--- src/rtl/mlp_pkg.sv ---
// Shared state encoding and width helpers for the time-multiplexed MLP layer,
// its input buffer and the MAC that it drives.
package mlp_pkg;

    typedef enum logic [2:0] {
        ST_IDLE,
        ST_LOAD,
        ST_CLR,
        ST_FEED,
        ST_WAIT,
        ST_OUT
    } state_t;

    // S1_NUM worst-case products summed without overflow.
    function automatic int mac_out_width(input int data_width, input int s1_num);
        return 2 * data_width + s1_num - 1;
    endfunction

    function automatic int waddr_width(input int neurons, input int s1_num);
        return (neurons * s1_num > 1) ? $clog2(neurons * s1_num) : 1;
    endfunction

    function automatic int idx_width(input int neurons);
        return (neurons > 1) ? $clog2(neurons) : 1;
    endfunction

    function automatic int sel_width(input int s1_num);
        return (s1_num > 1) ? $clog2(s1_num) : 1;
    endfunction

endpackage

--- src/rtl/mlp_layer_seq_if.sv ---
// Sample stream, weight memory, shared MAC and result port of mlp_layer_seq.
// master = the sequencer, slave = the surrounding environment.
interface mlp_layer_seq_if #(
    parameter int DATA_WIDTH = 8,
    parameter int S1_NUM     = 8,
    parameter int NEURONS    = 2
);
    import mlp_pkg::*;

    localparam int MAC_OUT_WIDTH = mac_out_width(DATA_WIDTH, S1_NUM);
    localparam int WADDR_W       = waddr_width(NEURONS, S1_NUM);
    localparam int IDX_W         = idx_width(NEURONS);

    logic                     in_valid;
    logic                     in_ready;
    logic [DATA_WIDTH-1:0]    in_data;
    logic [WADDR_W-1:0]       w_addr;
    logic [DATA_WIDTH-1:0]    w_rdata;
    logic                     mac_clr;
    logic                     mac_en;
    logic [DATA_WIDTH-1:0]    mac_inp;
    logic [DATA_WIDTH-1:0]    mac_weight;
    logic [MAC_OUT_WIDTH-1:0] mac_out;
    logic                     mac_rdy;
    logic                     res_valid;
    logic                     res_ready;
    logic [MAC_OUT_WIDTH-1:0] res_data;
    logic [IDX_W-1:0]         res_idx;
    logic                     done;
    logic                     busy;

    modport master (
        input  in_valid, in_data, w_rdata, mac_out, mac_rdy, res_ready,
        output in_ready, w_addr, mac_clr, mac_en, mac_inp, mac_weight,
               res_valid, res_data, res_idx, done, busy
    );

    modport slave (
        output in_valid, in_data, w_rdata, mac_out, mac_rdy, res_ready,
        input  in_ready, w_addr, mac_clr, mac_en, mac_inp, mac_weight,
               res_valid, res_data, res_idx, done, busy
    );

endinterface

--- src/rtl/mlp_in_buf.sv ---
// Input-vector register file: one write port filled while loading,
// combinational read selected by the feed index.
module mlp_in_buf
    import mlp_pkg::*;
#(
    parameter int DATA_WIDTH = 8,
    parameter int S1_NUM     = 8,
    parameter int SEL_W      = sel_width(S1_NUM)
) (
    input  logic                  clk,
    input  logic                  wr_en,
    input  logic [SEL_W-1:0]      wr_sel,
    input  logic [DATA_WIDTH-1:0] wr_data,
    input  logic [SEL_W-1:0]      rd_sel,
    output logic [DATA_WIDTH-1:0] rd_data
);

    logic [DATA_WIDTH-1:0] rd_vec [S1_NUM];

    // Contents are don't-care after reset, so entries carry no reset.
    generate
        for (genvar gi = 0; gi < S1_NUM; gi++) begin : g_entry
            logic [DATA_WIDTH-1:0] entry_reg;

            always_ff @(posedge clk) begin
                if (wr_en && (wr_sel == SEL_W'(gi))) begin
                    entry_reg <= wr_data;
                end
            end

            assign rd_vec[gi] = entry_reg;
        end
    endgenerate

    assign rd_data = rd_vec[rd_sel];

endmodule

--- src/rtl/mlp_layer_seq.sv ---
// Sequences one shared MAC across all neurons of an MLP layer.
// Optional MLP_RELU_EN: clamp each captured neuron result to max(mac_out, 0).
module mlp_layer_seq
    import mlp_pkg::*;
#(
    parameter int DATA_WIDTH = 8,
    parameter int S1_NUM     = 8,
    parameter int NEURONS    = 2
) (
    input  logic            clk,
    input  logic            reset,
    mlp_layer_seq_if.master bus
);

    localparam int MAC_OUT_WIDTH = mac_out_width(DATA_WIDTH, S1_NUM);
    localparam int WADDR_W       = waddr_width(NEURONS, S1_NUM);
    localparam int IDX_W         = idx_width(NEURONS);
    localparam int SEL_W         = sel_width(S1_NUM);
    localparam int LAST_J        = S1_NUM - 1;
    localparam int LAST_N        = NEURONS - 1;

    state_t                   state_reg, state_next;
    logic [SEL_W-1:0]         j_reg, j_next;
    logic [IDX_W-1:0]         n_reg, n_next;
    logic [MAC_OUT_WIDTH-1:0] res_reg, res_next;
    logic                     done_reg, done_next;
    logic                     alive_reg;

    logic                     in_fire;
    logic                     j_last;
    logic                     n_last;
    logic [DATA_WIDTH-1:0]    buf_rd;
    logic [MAC_OUT_WIDTH-1:0] mac_capt;
    logic [WADDR_W-1:0]       base_addr;
    logic [WADDR_W-1:0]       next_off;

    assign in_fire   = bus.in_valid && bus.in_ready;
    assign j_last    = (j_reg == SEL_W'(LAST_J));
    assign n_last    = (n_reg == IDX_W'(LAST_N));
    assign base_addr = WADDR_W'(int'(n_reg) * S1_NUM);
    assign next_off  = WADDR_W'(int'(j_reg) + 1);

    mlp_in_buf #(
        .DATA_WIDTH (DATA_WIDTH),
        .S1_NUM     (S1_NUM),
        .SEL_W      (SEL_W)
    ) u_in_buf (
        .clk     (clk),
        .wr_en   (in_fire),
        .wr_sel  (j_reg),
        .wr_data (bus.in_data),
        .rd_sel  (j_reg),
        .rd_data (buf_rd)
    );

`ifdef MLP_RELU_EN
    assign mac_capt = bus.mac_out[MAC_OUT_WIDTH-1] ? '0 : bus.mac_out;
`else
    assign mac_capt = bus.mac_out;
`endif

    // alive_reg keeps in_ready low while reset is held and releases it on the
    // first clock after, without a combinational path from reset to outputs.
    always_ff @(posedge clk or posedge reset) begin
        if (reset) begin
            state_reg <= ST_IDLE;
            j_reg     <= '0;
            n_reg     <= '0;
            res_reg   <= '0;
            done_reg  <= 1'b0;
            alive_reg <= 1'b0;
        end else begin
            state_reg <= state_next;
            j_reg     <= j_next;
            n_reg     <= n_next;
            res_reg   <= res_next;
            done_reg  <= done_next;
            alive_reg <= 1'b1;
        end
    end

    always_comb begin
        state_next = state_reg;
        j_next     = j_reg;
        n_next     = n_reg;
        res_next   = res_reg;
        done_next  = 1'b0;
        case (state_reg)
            ST_IDLE: begin
                if (in_fire) begin
                    j_next     = SEL_W'(1);
                    state_next = ST_LOAD;
                end
            end
            ST_LOAD: begin
                if (in_fire) begin
                    if (j_last) begin
                        j_next     = '0;
                        n_next     = '0;
                        state_next = ST_CLR;
                    end else begin
                        j_next = j_reg + 1'b1;
                    end
                end
            end
            ST_CLR: begin
                state_next = ST_FEED;
            end
            ST_FEED: begin
                if (j_last) begin
                    j_next     = '0;
                    state_next = ST_WAIT;
                end else begin
                    j_next = j_reg + 1'b1;
                end
            end
            ST_WAIT: begin
                if (bus.mac_rdy) begin
                    res_next   = mac_capt;
                    state_next = ST_OUT;
                end
            end
            ST_OUT: begin
                if (bus.res_ready) begin
                    if (n_last) begin
                        n_next     = '0;
                        done_next  = 1'b1;
                        state_next = ST_IDLE;
                    end else begin
                        n_next     = n_reg + 1'b1;
                        state_next = ST_CLR;
                    end
                end
            end
            default: begin
                state_next = ST_IDLE;
            end
        endcase
    end

    // Weight address runs one ahead of the operand because the memory is synchronous.
    always_comb begin
        bus.in_ready   = 1'b0;
        bus.mac_clr    = 1'b0;
        bus.mac_en     = 1'b0;
        bus.mac_inp    = '0;
        bus.mac_weight = '0;
        bus.w_addr     = '0;
        bus.res_valid  = 1'b0;
        case (state_reg)
            ST_IDLE, ST_LOAD: begin
                bus.in_ready = alive_reg;
            end
            ST_CLR: begin
                bus.mac_clr = 1'b1;
                bus.w_addr  = base_addr;
            end
            ST_FEED: begin
                bus.mac_en     = 1'b1;
                bus.mac_inp    = buf_rd;
                bus.mac_weight = bus.w_rdata;
                if (!j_last) begin
                    bus.w_addr = base_addr + next_off;
                end
            end
            ST_OUT: begin
                bus.res_valid = 1'b1;
            end
            default: begin
            end
        endcase
    end

    assign bus.busy     = (state_reg != ST_IDLE);
    assign bus.done     = done_reg;
    assign bus.res_data = res_reg;
    assign bus.res_idx  = n_reg;

endmodule

--- src/flat_wrapper.sv ---
// flat-port wrapper written by rule: the top's interface ports become plain ports
module mlp_layer_seq_flat import mlp_pkg::*;
#(
    parameter int DATA_WIDTH = 8,
    parameter int S1_NUM     = 8,
    parameter int NEURONS    = 2
)
  (clk, reset, bus_in_valid, bus_in_data, bus_w_rdata, bus_mac_out, bus_mac_rdy, bus_res_ready, bus_in_ready, bus_w_addr, bus_mac_clr, bus_mac_en, bus_mac_inp, bus_mac_weight, bus_res_valid, bus_res_data, bus_res_idx, bus_done, bus_busy);
  mlp_layer_seq_if #(.DATA_WIDTH(DATA_WIDTH), .S1_NUM(S1_NUM), .NEURONS(NEURONS)) bus_i ();
  input  logic clk;
  input  logic reset;
  input wire logic [$bits(bus_i.in_valid)-1:0] bus_in_valid;
  input wire logic [$bits(bus_i.in_data)-1:0] bus_in_data;
  input wire logic [$bits(bus_i.w_rdata)-1:0] bus_w_rdata;
  input wire logic [$bits(bus_i.mac_out)-1:0] bus_mac_out;
  input wire logic [$bits(bus_i.mac_rdy)-1:0] bus_mac_rdy;
  input wire logic [$bits(bus_i.res_ready)-1:0] bus_res_ready;
  output wire logic [$bits(bus_i.in_ready)-1:0] bus_in_ready;
  output wire logic [$bits(bus_i.w_addr)-1:0] bus_w_addr;
  output wire logic [$bits(bus_i.mac_clr)-1:0] bus_mac_clr;
  output wire logic [$bits(bus_i.mac_en)-1:0] bus_mac_en;
  output wire logic [$bits(bus_i.mac_inp)-1:0] bus_mac_inp;
  output wire logic [$bits(bus_i.mac_weight)-1:0] bus_mac_weight;
  output wire logic [$bits(bus_i.res_valid)-1:0] bus_res_valid;
  output wire logic [$bits(bus_i.res_data)-1:0] bus_res_data;
  output wire logic [$bits(bus_i.res_idx)-1:0] bus_res_idx;
  output wire logic [$bits(bus_i.done)-1:0] bus_done;
  output wire logic [$bits(bus_i.busy)-1:0] bus_busy;
  assign bus_i.in_valid = bus_in_valid;
  assign bus_i.in_data = bus_in_data;
  assign bus_i.w_rdata = bus_w_rdata;
  assign bus_i.mac_out = bus_mac_out;
  assign bus_i.mac_rdy = bus_mac_rdy;
  assign bus_i.res_ready = bus_res_ready;
  assign bus_in_ready = bus_i.in_ready;
  assign bus_w_addr = bus_i.w_addr;
  assign bus_mac_clr = bus_i.mac_clr;
  assign bus_mac_en = bus_i.mac_en;
  assign bus_mac_inp = bus_i.mac_inp;
  assign bus_mac_weight = bus_i.mac_weight;
  assign bus_res_valid = bus_i.res_valid;
  assign bus_res_data = bus_i.res_data;
  assign bus_res_idx = bus_i.res_idx;
  assign bus_done = bus_i.done;
  assign bus_busy = bus_i.busy;
  mlp_layer_seq #(.DATA_WIDTH(DATA_WIDTH), .S1_NUM(S1_NUM), .NEURONS(NEURONS)) u_core (.clk(clk), .reset(reset), .bus(bus_i));
endmodule
--- config.mk ---
export PLATFORM = sky130hd
export DESIGN_NAME = mlp_layer_seq_flat
export DESIGN_NICKNAME = d
export VERILOG_FILES = /design/src/rtl/mlp_pkg.sv /design/src/rtl/mlp_layer_seq_if.sv /design/src/rtl/mlp_in_buf.sv /design/src/rtl/mlp_layer_seq.sv /design/src/flat_wrapper.sv
export SDC_FILE = /design/constraint.sdc
export NUM_CORES = 1
export LEC_CHECK = 0
export CAP_MARGIN = 20
export CORE_ASPECT_RATIO = 0.75
export CORE_UTILIZATION = 40
export DETAILED_ROUTE_END_ITERATION = 7
export GPL_TIMING_DRIVEN = 1
export MAX_ROUTING_LAYER = met4
export PLACE_DENSITY = 0.75
export SYNTH_ARGS = -nofsm -noshare
export SYNTH_HDL_FRONTEND = slang
export SYNTH_SLANG_ARGS = --single-unit
--- constraint.sdc ---
create_clock -name clk -period 2 [get_ports clk]
set_input_delay 0.3 -clock clk [delete_from_list [all_inputs] [get_ports clk]]
set_output_delay 0.3 -clock clk [all_outputs]
set_load 0.02 [all_outputs]
# Word level (Yosys, flattened, before mapping)
# Cells that the tools add are included.
[classes]
n_addsub = 4
multipliers = 0
n_div = 0
order_cmp = 1
eq_ne = 18
shifts = 0
n_mux = 30
bitwise_logic = 1
n_reduce_logical = 19
[ops]
columns = ["op", "n"]
rows = [
  ["$mux W8", 4],
  ["$bmux W8 S3", 1],
  ["$mux W3", 8],
  ["$eq A3 B3 Y1 const B", 6],
  ["$pmux W3 S6", 1],
  ["$eq A3 B2 Y1 const B", 4],
  ["$mux W1", 11],
  ["$logic_and A1 B1 Y1", 9],
  ["$pmux W3 S3", 1],
  ["$ne A2 B2 Y1 const B", 4],
  ["$pmux W4 S2", 1],
  ["$eq A3 B1 Y1 const B", 2],
  ["$logic_not A3 Y1", 2],
  ["$reduce_and A6 Y1", 1],
  ["$reduce_bool A3 Y1", 2],
  ["$add A3 B1 Y4 const B", 1],
  ["$add A4 B4 Y4", 1],
  ["$ge A4 B4 Y1 const B", 1],
  ["$mux W4", 1],
  ["$ne A2 B1 Y1 const B", 2],
  ["$not A3 Y4", 1],
  ["$reduce_and A4 Y1", 1],
  ["$add A3 B1 Y3 const B", 1],
  ["$reduce_and A3 Y1", 1],
  ["6 further kinds", 6],
]
[word_totals]
reg_bits = 96
latchBits = 0
ramBits = 0
rom_bits = 0
input_bits = 44
output_inout_bits = 50
elab_cells = 87
memories = 0

# Longest topological paths before layout
[depth]
depth_word = 6
mapped_depth = 6
depth_no_buf = 5

# By module
# Synthesis repeated with hierarchy kept, for this count alone.
[unflattened]
cells_unflattened = 240
hier_area_um2 = 4167.7
[by_module_without_submodules]
columns = ["module", "n_inst", "cells_per_inst", "area_each_um2", "seq_area_each_um2"]
rows = [
  ["mlp_in_buf", 1, 106, 2531.2, 1921.8],
  ["mlp_layer_seq", 1, 134, 1636.6, 800.8],
]

# Least setup slack after synthesis
# No wires, ideal clock.
[synth_timing]
path_kind = "register to output"
start = "reg u_core.j_reg[1]"
end = "out bus_w_addr[3]"
arrival_time_ps = 1664
t_required_ps = 1700
path_slack_ps = 36
path_stages_with_launch = 5
n_path_buf = 0
cell_sequence = "dfrtp_1 -> ha_1 -> ha_1 -> or4_1 -> a21oi_1"
[synth_between]
elab_chain_cells = 4
elab_cells_between_ends = 5
cone_classes = "add/sub: 2; eq/ne: 1; mux: 2"
[synth_rtl]
columns = ["item", "line", "source"]
rows = [
  ["start: declaration", "mlp_layer_seq.sv:23", "logic [SEL_W-1:0] j_reg, j_next;"],
  ["start signal: assignment", "mlp_layer_seq.sv:74", "j_reg <= j_next;"],
  ["$add A3 B1 Y4", "mlp_layer_seq.sv:41", "assign next_off = WADDR_W'(int'(j_reg) + 1);"],
  ["$add A4 B4 Y4", "mlp_layer_seq.sv:163", "bus.w_addr = base_addr + next_off;"],
  ["$mux W4 (*)", "mlp_layer_seq.sv:162", "if (!j_last) begin"],
  ["$pmux W4 S2 (*)", "mlp_layer_seq.sv:150", "case (state_reg)"],
  ["end: declaration", "flat_wrapper.sv:19", "output wire logic [$bits(bus_i.w_addr)-1:0] bus_w_addr;"],
]
# Mark *: on every way between the ends. The rest lies on a longest branch, timed or not.

# Worst setup path after layout
# Ends and elaborated chain as after synthesis.

==> flow_summary.ini <==
[run_status]
status = finished with violations
violations = negative setup slack

[layout]
multi_input_area_um2 = 1520
regArea_um2 = 2720
n_antenna_cell = 0
fin_nets = 464
drive_gt1_share_pct = 41.0
syn2layout_area_growth_pct = 48.4
largest_reg_flops = 64
nFillCells = 717

[setup_path]
arrival_ns = 1.88
crit_type = reg2out
worstPathCellList = ha_2, ha_2, or4_4, a21oi_2, buf_6
max_stage_delay_ns = 0.48
crit_path_start = u_core.j_reg[1]
crit_fanout = 2
r2r_start = u_core.j_reg[2]
cp_slowest_cell = or4_4
r2r_setup_slack_ns = 0.13
critPathTopFamily = simple AND/OR/NAND/NOR gates
startpoint_type = register
required_ns = 1.70
setup.worst_path.end_class = output pin
r2r_end = u_core.u_in_buf.g_entry[0].entry_reg[4]
cp_num_buf_inv = 1
r2r_cells = 5
critPathMostFrequentCell = ha_2

[sta]
finalCritPeriodShare_pct = 109
drv_slew = 0
finalSetupViolations = 9
finalClockSkew_ns = 0.00621
rsz0062_at_grt = yes
fin_hold_ws_ns = 0.347
finalHoldViolations = 0
setup_slack_ns = -0.182
period_minus_slack_ns = 2.18
fmax_ghz = 0.458
tns_ns = -1.05

[clocking]
cts_sinks = 96
hold_buffers = 0
path_clk_slew_ns = 0.06
cts_max_path_buffers = 2
htree_levels = 3
worstSkewPairLatency_ns = 0.33
cts-root-buf = clkbuf_16
cts_tree = done
cts_buffers = 9

[power]
max-vdd-ir-drop_mv = 0.595
p_leak_nw = 2.50
power.density_nw_per_um2 = 1150

[hold_path]
hold_class = in2async

[synth]
synth_area_um2 = 4140
synth-seq-cells = 96
yosys_warnings = 0
synth-main-ff-cell = edfxtp_1
synth.distinct_cells = 42
seq_area_frac_synth_pct = 65.7
synth_edf_count = 64
syn_inst = 276
syn_nets = 327
synthArstFlopShare_pct = 33.3
avgSynthCellArea_um2 = 15.0

[floorplan]
die_width_um = 120
start_util_pct = 42.0
rows = 31
die_area_um2 = 10800
die_h_um = 90.1
io_pins = 94
core_um2 = 9850

[global_routing]
grt_pass1_wl_um = 15500
grt_max_degree = 33
grt_overflow = 0
use_met1_pct = 26.2
grt_use_total_pct = 19.4
grt.busiest_layer = met2
met2_usage_pct = 29.9
first_global_vias = 2890
grt_antenna_before_repair = 0
grt.met3_usage_pct = 3.55

[place]
place_congestion = 0.768
post-place-ws_ns = -0.306
io_buffer_count = 93
dp_hpwl_um = 6630

[routing]
ant_nets = 0
first_pass_iters = 4
dr.first_iter.drc_count = 129
drcViolationCount = 0
post_drt_via_cell_ratio = 5.14
drt-wirelength-per-cell_um = 18.6
vias = 2822
routed_wirelength_um = 10200

[job]
max_cap_viol_count = 0
synthesized netlist by cell type (2+ instances only):
cell type   n  area share, %
a21oi_1     6           0.72
a31oi_1     2           0.30
and2_1      5           0.76
and3_1     13            2.0
buf_2       7           0.85
buf_4       2           0.36
buf_6       3           0.82
clkbuf_1    3           0.27
dfrtp_1    32             19
edfxtp_1   64             46
ha_1        7            2.1
inv_1       6           0.54
mux2_2     54             15
nand2_1     8           0.72
nand2b_1    5           0.76
nor2_1      3           0.27
nor3_1     11            1.3
o21ai_0     3           0.36
o22ai_1    18            2.7
or3_1       2           0.30
stage by stage:
step                      util [%]  instance area (um2)  cells  total power [mW]
final                         62.4                 6150    549              7.07
after global routing          62.4                 6150    549              7.37
after CTS                     60.6                 5970    544              6.75
after detailed placement      56.3                 5550    524              4.86
after global placement        56.3                 5550    524              4.84
after floorplan                  -                 4140    276              3.78
per-layer routing:
metal	vias up	wire, um
li1	1319	-
met1	1404	4720
met2	85	4880
met3	14	505
met4	0	116
met5	-	0
area by class of cell:
type	count	area share, %
clock buffers	9	3.66
inverters	7	0.468
multi-input cells	156	24.7
repair buffers	143	23.4
flip-flops and latches	96	44.3
clock inverters	6	0.753
well taps	132	2.69
report_power, final:
group,internal (mW),switching [mW],leakage [nW]
logic,1.62,1.51,1.36
clock network,0.844,0.706,0.135
registers,2.31,0.0810,1.01
total,4.77,2.30,2.50
how the worst max path moves through the flow:
stage / end / cells after the start
6_report: bus_w_addr[3] / 5
5_1_grt: bus_w_addr[3] / 5
4_1_cts: bus_w_addr[3] / 5
3_5_place_dp: bus_w_addr[3] / 5
3_3_place_gp: bus_w_addr[3] / 5
2_1_floorplan: bus_w_addr[3] / 4
cells by family after synthesis:
family                     share of synthesized area (%)
AOI/OAI and AO/OA                                   5.59
muxes                                               15.2
and+or+nand+nor                                     7.79
adders and majority gates                           2.11
DFF                                                 65.7
buffers and inverters                               3.50
other                                             0.0905
cells in the final DEF (no fill, tap or decap), types with 2 or more instances in the layout:
cell / synthesis / final
clkbuf_16: 0 / 9
o22ai_2: 0 / 14
buf_2: 7 / 2
clkinv_4: 0 / 3
and3_1: 13 / 13
nand2_1: 8 / 8
o21ai_0: 3 / 3
a21oi_1: 6 / 5
clkdlybuf4s50_1: 0 / 68
nor3_2: 0 / 7
mux2_2: 54 / 45
buf_6: 3 / 7
o22ai_1: 18 / 2
buf_12: 1 / 13
and2_1: 5 / 5
buf_4: 2 / 40
inv_1: 6 / 5
ha_4: 0 / 2
mux2_4: 0 / 9
o22ai_4: 0 / 2
a31oi_1: 2 / 2
edfxtp_1: 64 / 64
or3_1: 2 / 2
nor3_1: 11 / 4
ha_1: 7 / 2
dfrtp_1: 32 / 31
ha_2: 0 / 3
nor2_4: 1 / 2
nand2b_1: 5 / 4
dlygate4sd2_1: 0 / 11
worst reg2reg max path, cell delays in order (launching register included):
cell     delay (ns)
dfrtp_1        0.40
buf_4          0.18
buf_4          0.15
nor4_1         0.46
and2_1         0.26
buf_12         0.15
timing repair:
action	in CTS	in global routing
pin swaps	2	8
resized for setup	106	34
buffers inserted	4	6
endpoints found under the setup margin	25	13
gates cloned	1	0
(Power assumes the default switching activity.)
